`config.mk`:
```
export PLATFORM = sky130hd
export DESIGN_NAME = div_seq
export DESIGN_NICKNAME = d
export VERILOG_FILES = /design/src/rtl/div_seq_pkg.sv /design/src/rtl/div_seq_step.sv /design/src/rtl/div_seq.sv
export SDC_FILE = /design/constraint.sdc
export NUM_CORES = 1
export LEC_CHECK = 0
export ABC_AREA = 1
export ABC_CLOCK_PERIOD_IN_PS = 7800
export BUFFER_PORTS_ARGS = -buffer_cell sky130_fd_sc_hd__buf_2
export CORE_MARGIN = 5
export CORE_UTILIZATION = 50
export CTS_CLUSTER_SIZE = 30
export DETAILED_ROUTE_END_ITERATION = 10
export PLACE_DENSITY = 0.81
export SYNTH_ARGS = -nofsm -noshare
export SYNTH_HDL_FRONTEND = slang
export SYNTH_SLANG_ARGS = --single-unit
export TNS_END_PERCENT = 50
```
`constraint.sdc`:
```
create_clock -name clk -period 7.8 [get_ports clk]
set_clock_uncertainty 0.1 [all_clocks]
set_input_delay 0.39 -clock clk [delete_from_list [all_inputs] [get_ports clk]]
set_output_delay 0.39 -clock clk [all_outputs]
set_load 0.005 [all_outputs]
```
`src/rtl/div_seq_pkg.sv`:
```
// -----------------------------------------------------------------------------
// div_seq_pkg
//   Shared definitions for the iterative MIPS DIV/DIVU unit: sequencer state
//   encoding and the default operand width.
// -----------------------------------------------------------------------------
package div_seq_pkg;

  localparam int DIV_W = 32;

  typedef enum logic [1:0] {
    DIV_IDLE = 2'b00,
    DIV_RUN  = 2'b01,
    DIV_DONE = 2'b10
  } div_state_e;

endpackage

```
`src/rtl/div_seq_step.sv`:
```
// -----------------------------------------------------------------------------
// div_step
//   One combinational restoring-division iteration on magnitudes.
//   Ports:
//     rem   in  WIDTH  partial remainder
//     quo   in  WIDTH  dividend/quotient shift register
//     div   in  WIDTH  divisor magnitude
//     rem_n out WIDTH  next partial remainder
//     quo_n out WIDTH  next quotient shift register
// -----------------------------------------------------------------------------
module div_step #(
  parameter int WIDTH = 32
) (
  input  logic [WIDTH-1:0] rem,
  input  logic [WIDTH-1:0] quo,
  input  logic [WIDTH-1:0] div,
  output logic [WIDTH-1:0] rem_n,
  output logic [WIDTH-1:0] quo_n
);

  logic [WIDTH:0] rem_sh;
  logic [WIDTH:0] diff;
  logic           ge;

  always_comb begin
    // Shifted remainder keeps its carry-out bit, so the compare is WIDTH+1 wide.
    rem_sh = {rem, quo[WIDTH-1]};
    diff   = rem_sh - {1'b0, div};
    // rem_sh < 2*div always holds, so a non-negative difference fits in WIDTH
    // bits and the top bit of diff is a pure borrow flag.
    ge     = ~diff[WIDTH];
    rem_n  = ge ? diff[WIDTH-1:0] : rem_sh[WIDTH-1:0];
    quo_n  = {quo[WIDTH-2:0], ge};
  end

endmodule

```
`src/rtl/div_seq.sv`:
```
// -----------------------------------------------------------------------------
// div_seq
//   Multi-cycle iterative divider for DIV/DIVU in the EX stage. Accepts one
//   request, stalls the pipeline for WIDTH+1 cycles, then presents {HI,LO}
//   with validE for one cycle. annulE abandons a pending or in-flight divide.
//   Ports:
//     clk       in   clock, rising edge
//     rst       in   asynchronous active-high reset
//     startE    in   divide present in EX (held while stalled)
//     signedE   in   1 = DIV, 0 = DIVU
//     opaE      in   dividend
//     opbE      in   divisor
//     annulE    in   flush of EX
//     stall_div out  stall request (combinational)
//     validE    out  result valid, DONE state only
//     hiE       out  remainder (registered)
//     loE       out  quotient (registered)
// -----------------------------------------------------------------------------
module div_seq
  import div_seq_pkg::*;
#(
  parameter int WIDTH = DIV_W
) (
  input  logic             clk,
  input  logic             rst,
  input  logic             startE,
  input  logic             signedE,
  input  logic [WIDTH-1:0] opaE,
  input  logic [WIDTH-1:0] opbE,
  input  logic             annulE,
  output logic             stall_div,
  output logic             validE,
  output logic [WIDTH-1:0] hiE,
  output logic [WIDTH-1:0] loE
);

  localparam int CW = $clog2(WIDTH) + 1;

  div_state_e       state_q, state_d;
  logic [CW-1:0]    cnt_q, cnt_d;
  logic [WIDTH-1:0] rem_q, rem_d;
  logic [WIDTH-1:0] quo_q, quo_d;
  logic [WIDTH-1:0] div_q, div_d;
  logic             negq_q, negq_d;
  logic             negr_q, negr_d;
  logic [WIDTH-1:0] hi_q, hi_d;
  logic [WIDTH-1:0] lo_q, lo_d;

  logic [WIDTH-1:0] step_rem;
  logic [WIDTH-1:0] step_quo;
  logic             accept;
  logic             opa_neg;
  logic             opb_neg;

  div_step #(.WIDTH(WIDTH)) u_step (
    .rem   (rem_q),
    .quo   (quo_q),
    .div   (div_q),
    .rem_n (step_rem),
    .quo_n (step_quo)
  );

  always_comb begin
    accept  = startE & ~annulE;
    opa_neg = signedE & opaE[WIDTH-1];
    opb_neg = signedE & opbE[WIDTH-1];

    state_d = state_q;
    cnt_d   = cnt_q;
    rem_d   = rem_q;
    quo_d   = quo_q;
    div_d   = div_q;
    negq_d  = negq_q;
    negr_d  = negr_q;
    hi_d    = hi_q;
    lo_d    = lo_q;

    case (state_q)
      DIV_IDLE: begin
        if (accept) begin
          // Work on magnitudes; the most negative value's magnitude is
          // still representable as an unsigned WIDTH-bit number.
          quo_d  = opa_neg ? -opaE : opaE;
          div_d  = opb_neg ? -opbE : opbE;
          rem_d  = '0;
          negq_d = opa_neg ^ opb_neg;
          negr_d = opa_neg;
          if (opbE == '0) begin
            hi_d    = opaE;
            lo_d    = '1;
            state_d = DIV_DONE;
          end else begin
            cnt_d   = CW'(WIDTH);
            state_d = DIV_RUN;
          end
        end
      end
      DIV_RUN: begin
        rem_d = step_rem;
        quo_d = step_quo;
        cnt_d = cnt_q - CW'(1);
        if (cnt_q == CW'(1)) begin
          // Last iteration: sign-correct and register the result directly.
          lo_d    = negq_q ? -step_quo : step_quo;
          hi_d    = negr_q ? -step_rem : step_rem;
          state_d = DIV_DONE;
        end
      end
      DIV_DONE: begin
        // startE may still be high here; it belongs to the finished divide.
        state_d = DIV_IDLE;
      end
      default: begin
        state_d = DIV_IDLE;
      end
    endcase

    if (annulE) begin
      state_d = DIV_IDLE;
      cnt_d   = '0;
      hi_d    = hi_q;
      lo_d    = lo_q;
    end
  end

  always_ff @(posedge clk or posedge rst) begin
    if (rst) begin
      state_q <= DIV_IDLE;
      cnt_q   <= '0;
      rem_q   <= '0;
      quo_q   <= '0;
      div_q   <= '0;
      negq_q  <= 1'b0;
      negr_q  <= 1'b0;
      hi_q    <= '0;
      lo_q    <= '0;
    end else begin
      state_q <= state_d;
      cnt_q   <= cnt_d;
      rem_q   <= rem_d;
      quo_q   <= quo_d;
      div_q   <= div_d;
      negq_q  <= negq_d;
      negr_q  <= negr_d;
      hi_q    <= hi_d;
      lo_q    <= lo_d;
    end
  end

  assign stall_div = startE & ~annulE & (state_q != DIV_DONE);
  assign validE    = (state_q == DIV_DONE) & ~annulE;
  assign hiE       = hi_q;
  assign loE       = lo_q;

endmodule
```
==> run metrics, run 1 <==
Ant. Diodes 0; Critical Path Max Stage Delay 550 ps; pin count of the biggest net entering global routing 77; Mapped Area 13300 um^2; # nets final 2286; fin crit period 5040 ps; Min Hold Slack 80.3 ps; Period Utilization, post-route 64.7%; routability cong. 1.01; Synth Instances 2085; worst vdd ir 240 uV; internal reg-to-reg setup slack 2760 ps; Cell variety after synth 64; IO buf count 134; dominant delay contributor by cell family on the critical path simple AND/OR/NAND/NOR gates; Initial Util 50.9%; status finished clean; RSZ-0062 raised after global routing no; post-DR wirelength/cell 18.6 um; core box area 26200 um^2; clk_lat worst skew 440 ps; drt pass-1 iters 6; DP Cell Count 2493; TritonCTS buffer count 17; Avg Cell Area, Syn 6.40 um^2; die height 173 um; ys flop type dfrtp_1; total leakage power 7.79 nW; setup ws final 2760 ps; most frequent cells after synthesis nand2_1 (635), inv_1 (284), nor2_1 (203); CP Capture Type flip-flop; Crit Path Max Fanout 29; Placed Area 14200 um^2; FF/Latch Area 4250 um^2; Via density 5.73; total grt overflow 0; post-synthesis sequential area ratio 31.9%; DRT antenna net count 0; Startpoint Class flip-flop; FFs w/ async S/R, synth 100%; Worst EP required 7980 ps; Final Hold Viols 0; total track usage 30.8%; worst endpoint data arrival time 5230 ps; fin area 14800 um^2; post-synth top area cell dfrtp_1; # clock sinks 170; Max-Cap Viols 0; initial antenna violation count 0; number of gates resized after CTS 0; area growth from synthesis to layout 11.1%; Root Driver clkbuf_16; Die X 173 um; Ys Warns 0; top-count cell post-synth nand2_1; Total Wirelength 47.0 mm; area of the die 30100 um^2; final core utilization 56.6%; CTS Buffer Depth 2; fmax 198 MHz; slowest CP cell nand2_2; HPWL after DPL 36.5 mm; synth top area cells dfrtp_1 (32%), nand2_1 (18%), inv_1 (8.0%); Net Count, Synth 2193; H-tree depth 4; Synth top area share 31.9%; initial DRC count 1889; Buf/Inv on CP 3; setup TNS 0 ps; # IOs 135; vias in the first global route 13402; Slew headroom 37.7%; CTS tree yes; Layout Cells excl Fill 2525; Pwr per Cell Area 473 nW/um^2; multi-input combinational cell area 7650 um^2; FILL cells 2566; layout cells sized above 1 11.9%; routed vias 14467; Final setup viols 0; clock slew at reported path FFs 70 ps; critical path class reg2reg; first-pass GRT wire length 74.6 mm; Post-synth EDFFs 0; Worst Max-Slew Pin Slew 933 ps; Total Power 7.01 mW; Synth Register Bits 170; Placement Setup Slack 2870 ps; remaining routing DRC violations 0; Hold WC Path Type in2reg; Pins Over Slew Limit 0; row count 59
==> cell families after synthesis <==
kind of cell	share of synthesized area, %
AO/OA/AOI/OAI	14.5
buffers and inverters	10.9
XOR/XNOR	2.10
adder cells (fa/ha/maj)	3.71
multiplexers	0.0750
AND/OR/NAND/NOR	36.8
flip-flops	31.9
==> final timing paths <==
kind                                         endpoint                   from  cells past startpoint
worst max-delay path              loE[28]$_DFFE_PP0P_  quo_q[31]$_DFFE_PP0P_                     27
worst min-delay path             cnt_q[5]$_DFFE_PP0P_                 annulE                      2
worst max register to register    loE[28]$_DFFE_PP0P_  quo_q[31]$_DFFE_PP0P_                     27
worst min register to register     hiE[4]$_DFFE_PP0P_     hiE[4]$_DFFE_PP0P_                      2
max in group asynchronous       div_q[19]$_DFFE_PP0P_                    rst                      4
min in group asynchronous         hiE[11]$_DFFE_PP0P_                    rst                      3
==> worst reg2reg max path: stages, from the launching register on <==
cell and delay (ps):
dfrtp_1 400, inv_1 90, ha_1 150, inv_1 70, fa_1 410, nand2_1 80, nand2_1 90, nand3_1 110
nand2_2 100, nand2_2 90, nand2_2 70, nand2_4 100, nand3_2 120, nand2_2 550, ha_1 310, nand2_1 60
nor2_1 120, nand3_1 120, nor3_1 430, nand2_1 120, inv_1 140, nand3_1 150, nor2_1 190, nand3b_1 130
o31ai_1 250, o21ai_0 110, a21oi_1 160, o21ai_0 80
==> report_power, final <==
group          switching [mW]  internal [mW]
sequential              0.305           1.25
combinational            3.21           1.36
clock                   0.391          0.494
==> area by class of cell <==
class | count | area share, %
clock buffer | 20 | 3.08
clock inverter | 11 | 0.920
timing repair buffer | 147 | 5.20
sequential | 170 | 28.7
tap | 335 | 2.83
inverter | 302 | 7.68
multi-input combinational | 1540 | 51.6
==> flip-flops by register name, summed over array words and instances, names as in the netlist <==
| register | count |
|---|---|
| rem_q | 32 |
| negq_q | 1 |
| hiE | 32 |
| quo_q | 32 |
| div_q | 32 |
| loE | 32 |
| state_q | 2 |
| cnt_q | 6 |
| negr_q | 1 |
==> metal layers <==
metal	routed length (um)	track usage, %	vias up
li1	-	-	6956
met1	20900	45.7	6780
met2	20900	47.9	659
met3	4260	4.06	72
met4	911	7.28	0
met5	0	0	-
==> repair_timing <==
item / in CTS / in global routing
endpoints found under the setup margin: 0 / 0
endpoints found under the hold margin: 55 / 0
buffers inserted: 0 / 0
hold buffers: 1 / 0
==> cells in the final DEF (no fill, tap or decap), drive strengths merged, types with 3 or more instances in the layout <==
cell | Yosys | final
o21ai | 148 | 148
ha | 38 | 38
nor4 | 16 | 16
clkinv | 2 | 6
dfrtp | 170 | 170
xor2 | 24 | 24
o221ai | 4 | 4
nand3b | 6 | 6
a22o | 3 | 3
buf | 21 | 146
o2111ai | 4 | 4
or2 | 6 | 6
nand4 | 34 | 34
a41oi | 3 | 3
nand3 | 159 | 159
nand2 | 668 | 668
xnor2 | 8 | 8
a21oi | 79 | 79
nor2 | 214 | 214
a31oi | 19 | 19
inv | 300 | 304
nor3 | 28 | 28
o211ai | 19 | 19
o31ai | 9 | 9
and2 | 3 | 3
clkbuf | 52 | 20
o22ai | 18 | 18
a32oi | 5 | 5
o21bai | 3 | 3
Note: power is estimated with default switching activity, not from simulation.
==> run 2: changes to the inputs <==
Settings changed: ABC_CLOCK_PERIOD_IN_PS 7800 to 4300, PLACE_DENSITY 0.81 to 0.84.
Clock period 7.8 ns to 4.3 ns, I/O delays scaled along.
==> run metrics, run 2 (synthesis results as in run 1) <==
status finished with violations; failing checks hold timing; H-tree depth 4 (unchanged); routability cong. 1.02 (+1.3%); # IOs 135 (unchanged); HPWL after DPL 36.1 mm (-1.0%); Worst EP required 4510 ps (-3470 ps); vias in the first global route 13562 (+1.2%); Min Hold Slack -75.1 ps (-155 ps); Pwr per Cell Area 848 nW/um^2 (+80%); Initial Util 50.9% (unchanged); Slew headroom 32.9% (-4.8 points); area of the die 30100 um^2 (unchanged); GRT busiest layer met2; worst endpoint data arrival time 4250 ps (-980 ps); FILL cells 2554 (-0.47%); remaining routing DRC violations 0 (unchanged); Placed Area 14300 um^2 (+0.80%); fmax 247 MHz (+25%); Crit Path Max Fanout 4 (-86%); Max-Cap Viols 0 (unchanged); met3 Use GR 5.56% (+1.5 points); Final Hold Viols 83 (+83); Total Wirelength 46.9 mm (-0.28%); slowest CP cell fa_2; row count 59 (unchanged); FF/Latch Area 4250 um^2 (unchanged); core box area 26200 um^2 (unchanged); Die X 173 um (unchanged); worst vdd ir 365 uV (+52%); total grt overflow 0 (unchanged); final core utilization 57.5% (+0.88 points); initial DRC count 1845 (-2.3%); CP Capture Type flip-flop; first-pass GRT wire length 74.2 mm (-0.56%); drt pass-1 iters 6 (unchanged); Most Frequent Cell on Critical Path nand2_1; CTS tree yes; pin count of the biggest net entering global routing 171 (+120%); Hold WC Path Type in2async; # nets final 2307 (+0.92%); Buf/Inv on CP 3 (unchanged); initial antenna violation count 0 (unchanged); Worst Max-Slew Pin Slew 1010 ps (+74.2 ps); Ant. Diodes 0 (unchanged); Via density 5.69 (-0.75%); DRT antenna net count 0 (unchanged); routed vias 14483 (+0.11%); TritonCTS buffer count 17 (unchanged); Period Utilization, post-route 94.1% (+29 points); most frequent cells in the layout nand2_1 (634), inv_1 (280), nor2_1 (198); multi-input combinational cell area 7710 um^2 (+0.83%); GR Util met1 45.0% (-0.68 points); total leakage power 7.87 nW (+0.98%); area growth from synthesis to layout 12.8%; Startpoint Class flip-flop; dominant delay contributor by cell family on the critical path simple AND/OR/NAND/NOR gates; commonest non-fill, non-tap cell in the layout nand2_1; critical path class reg2reg; post-DR wirelength/cell 18.4 um (-1.1%); CTS Buffer Depth 2 (unchanged); clk_lat worst skew 440 ps (about the same); clock slew at reported path FFs 80 ps (about the same); layout cells sized above 1 13.0% (+1.1 points); Pins Over Slew Limit 0 (unchanged); die height 173 um (unchanged); Final setup viols 0 (unchanged); total track usage 30.6% (-0.24 points); fin crit period 4050 ps (-995 ps); Critical Path Max Stage Delay 400 ps (-150 ps); IO buf count 134 (unchanged); # clock sinks 170 (unchanged); fin area 15100 um^2 (+1.6%); grt met2 use 45.9% (-2.0 points); Root Driver clkbuf_16
run 2: final timing paths:
path,cells after the start,from,slack [ps],end
max,27,quo_q[31]$_DFFE_PP0P_,250,loE[28]$_DFFE_PP0P_
min,3,rst,-80,hiE[4]$_DFFE_PP0P_
max reg2reg,27,quo_q[31]$_DFFE_PP0P_,250,loE[28]$_DFFE_PP0P_
min reg2reg,2,hiE[21]$_DFFE_PP0P_,380,hiE[21]$_DFFE_PP0P_
max in group asynchronous,3,rst,3380,div_q[24]$_DFFE_PP0P_
min in group clk,3,opbE[30],10,div_q[30]$_DFFE_PP0P_
run 2: worst reg2reg max path: stages, from the launching register on:
cell and delay [ps]:
dfrtp_1 390, inv_1 90, ha_2 180, inv_2 60, fa_2 400, nand2_1 70, nand2_1 80, nand3_1 100
nand2_2 90, nand2_2 100, nand2_2 70, nand2_4 100, nand3_4 90, nand2_4 90, ha_2 180, nand2_1 70
nor2_2 150, nand3_2 130, nor3_4 220, nand2_1 100, inv_2 90, nand3_4 90, nor2_4 140, nand3b_1 120
o31ai_2 300, o21ai_1 90, a21oi_1 150, o21ai_0 90
run 2: report_power, final:
part	total, mW	internal [mW]	switching, mW	leakage, nW
Sequential	2.84	2.27	0.567	2.05
Clock	1.53	0.767	0.762	0.265
Combinational	8.41	2.59	5.82	5.55
Total	12.8	5.62	7.15	7.87
run 2: per-layer routing:
metal,routed length [um],share of wire [%]
met5,0,0
met4,1270,2.7
met1,20500,44
met3,4770,10
met2,20400,43
run 2: area by class of cell:
| cell class | count | share of cell area [%] |
|---|---|---|
| Clock buffer | 18 | 2.85 |
| Clock inverter | 14 | 0.906 |
| Inverter | 302 | 7.55 |
| Multi-Input combinational cell | 1540 | 51.2 |
| Sequential cell | 170 | 28.3 |
| Tap cell | 335 | 2.78 |
| Timing Repair Buffer | 168 | 6.42 |
run 2: metrics by stage:
stage / TNS, ps / instances / total power, mW / setup slack [ps]
after floorplan: 0 / 2085 / 8.47 / 391
after global placement: 0 / 2505 / 10.9 / 218
after detailed placement: 0 / 2505 / 10.9 / 62.9
after CTS: 0 / 2543 / 12.5 / 24.4
after global routing: -10.0 / 2547 / 13.8 / -10.0
final: 0 / 2547 / 12.8 / 252
run 2: timing repair:
item / in CTS / in global routing
hold buffers: 6 / 0
gates resized for setup: 0 / 17
setup endpoints to repair: 0 / 12
buffers inserted: 0 / 4
endpoints found under the hold margin: 5 / 0
==> run 3: changes to the inputs <==
Settings changed: ABC_CLOCK_PERIOD_IN_PS 4300 to 4400, PLACE_DENSITY 0.84 to 0.81.
Clock period 4.3 ns to 4.4 ns, I/O delays scaled along.
==> run metrics, run 3 (synthesis results as in run 1) <==
worst vdd ir 393 uV (+7.5%); fmax 243 MHz (-1.7%); # nets final 2302 (-0.22%); # IOs 135 (unchanged); Pins Over Slew Limit 0 (unchanged); Worst Max-Slew Pin Slew 1110 ps (+107 ps); area of the die 30100 um^2 (unchanged); Crit Path Max Fanout 24 (+20); critical path class reg2reg; number of post-CTS setup repair buffers 0 (unchanged); Root Driver clkbuf_16; Total Power 12.6 mW (-1.4%); die height 173 um (unchanged); H-tree depth 4 (unchanged); pin count of the biggest net entering global routing 108 (-37%); Startpoint Class flip-flop; fin crit period 4120 ps (+71.1 ps); Slew headroom 25.7% (-7.1 points); area growth from synthesis to layout 12.9% (about the same); vias in the first global route 13405 (-1.2%); worst endpoint data arrival time 4340 ps (+90 ps); FILL cells 2564 (+0.39%); CTS tree yes; status finished clean; Max-Cap Viols 0 (unchanged); RSZ-0062 raised after global routing no; HPWL after DPL 36.4 mm (+0.85%); Hold WC Path Type in2reg; remaining routing DRC violations 0 (unchanged); first-pass GRT wire length 74.0 mm (-0.27%); setup TNS 0 ps (unchanged); total grt overflow 0 (unchanged); CTS Buffer Depth 2 (unchanged); initial antenna violation count 0 (unchanged); most frequent cells in the layout nand2_1 (634), inv_1 (281), nor2_1 (198); Pwr per Cell Area 836 nW/um^2 (-1.4%); Final Hold Viols 0 (-100%); row count 59 (unchanged); DRT antenna net count 0 (unchanged); TritonCTS buffer count 17 (unchanged); Via density 5.73 (+0.79%); # clock sinks 170 (unchanged); drt pass-1 iters 8 (+2); layout cells sized above 1 12.5% (-0.47 points); multi-input combinational cell area 7690 um^2 (-0.26%); Total Wirelength 47.3 mm (+0.77%); Die X 173 um (unchanged); Final setup viols 0 (unchanged); clock slew at reported path FFs 70 ps (about the same); FF/Latch Area 4250 um^2 (unchanged); clk_lat worst skew 450 ps (about the same); post-DR wirelength/cell 18.6 um (+0.97%); slowest CP cell fa_1; routed vias 14569 (+0.59%); routability cong. 0.971 (-4.7%); Period Utilization, post-route 93.6% (-0.52 points); IO buf count 134 (unchanged); initial DRC count 1709 (-7.4%); total track usage 30.7% (+0.14 points); Worst EP required 4620 ps (+110 ps); Critical Path Max Stage Delay 410 ps (about the same); total leakage power 7.88 nW (+0.21%); Initial Util 50.9% (unchanged); CP Capture Type flip-flop; Ant. Diodes 0 (unchanged); Most Frequent Cell on Critical Path nand2_1; commonest non-fill, non-tap cell in the layout nand2_1; core box area 26200 um^2 (unchanged)
==> run 3: cell count changes in the layout (fill, tap and decap cells not counted), sizes merged <==
cell / previous run / this run
buf: 162 / 154
dlygate4sd3: 6 / 9
bufinv: 0 / 2
clkinv: 7 / 5
clkinvlp: 5 / 3
inv: 304 / 306
==> run 3: where the power goes <==
group	internal [mW]	total (mW)	switching (mW)
logic	2.51	8.20	5.69
clock network	0.879	1.63	0.749
registers	2.22	2.77	0.549
==> run 3: metrics by stage <==
step / hold WS [ps] / cell area (um^2) / util, % / std cells / worst slack, ps
floorplan: 183 / 13300 / - / 2085 / 491
global placement: 344 / 14300 / 54.6 / 2501 / 206
detailed placement: 360 / 14300 / 54.6 / 2501 / 44.3
CTS: 1.76 / 15000 / 57.3 / 2542 / 33.1
global route: 7.85 / 15100 / 57.5 / 2542 / 9.18
finish: 13.5 / 15100 / 57.5 / 2542 / 281
==> run 3: final cells by class <==
cell class              instances  area share, %
inverters                     302           7.55
repair buffers                163           6.29
multi-input cells            1540           51.1
clock buffers                  18           2.91
clock inverters                14           1.17
well taps                     335           2.78
flip-flops and latches        170           28.2
==> run 3: what timing repair did <==
action / CTS / global route
hold buffers: 9 / 0
gates resized for setup: 0 / 10
setup endpoints to repair: 0 / 6
hold endpoints to repair: 48 / 0
==> run 3: path summary, 6_finish.rpt <==
kind / end / from / cells after the start / slack (ps)
worst min-delay path: div_q[12]$_DFFE_PP0P_ / opbE[12] / 3 / 10
worst min register to register: hiE[20]$_DFFE_PP0P_ / hiE[20]$_DFFE_PP0P_ / 2 / 370
max in group asynchronous: div_q[29]$_DFFE_PP0P_ / rst / 4 / 2660
worst max register to register: hiE[24]$_DFFE_PP0P_ / quo_q[31]$_DFFE_PP0P_ / 25 / 280
worst max-delay path: hiE[24]$_DFFE_PP0P_ / quo_q[31]$_DFFE_PP0P_ / 25 / 280
min in group asynchronous: hiE[8]$_DFFE_PP0P_ / rst / 3 / 420
==> run 3: worst max-delay path: cells and delay by family (launching register included) <==
kind	cells	cell delay, ps
buf+inv	3	260
flops	1	400
simple gates	18	2280
fa+ha+maj	3	810
compound gates	1	130
==> run 3: per-layer routing <==
| metal | vias up | track usage, % | part of all wire (%) |
|---|---|---|---|
| li1 | 6979 | - | - |
| met1 | 6771 | 44.8 | 44 |
| met2 | 738 | 46.7 | 44 |
| met3 | 81 | 5.54 | 10 |
| met4 | 0 | 8.81 | 2.3 |
| met5 | - | 0 | 0 |
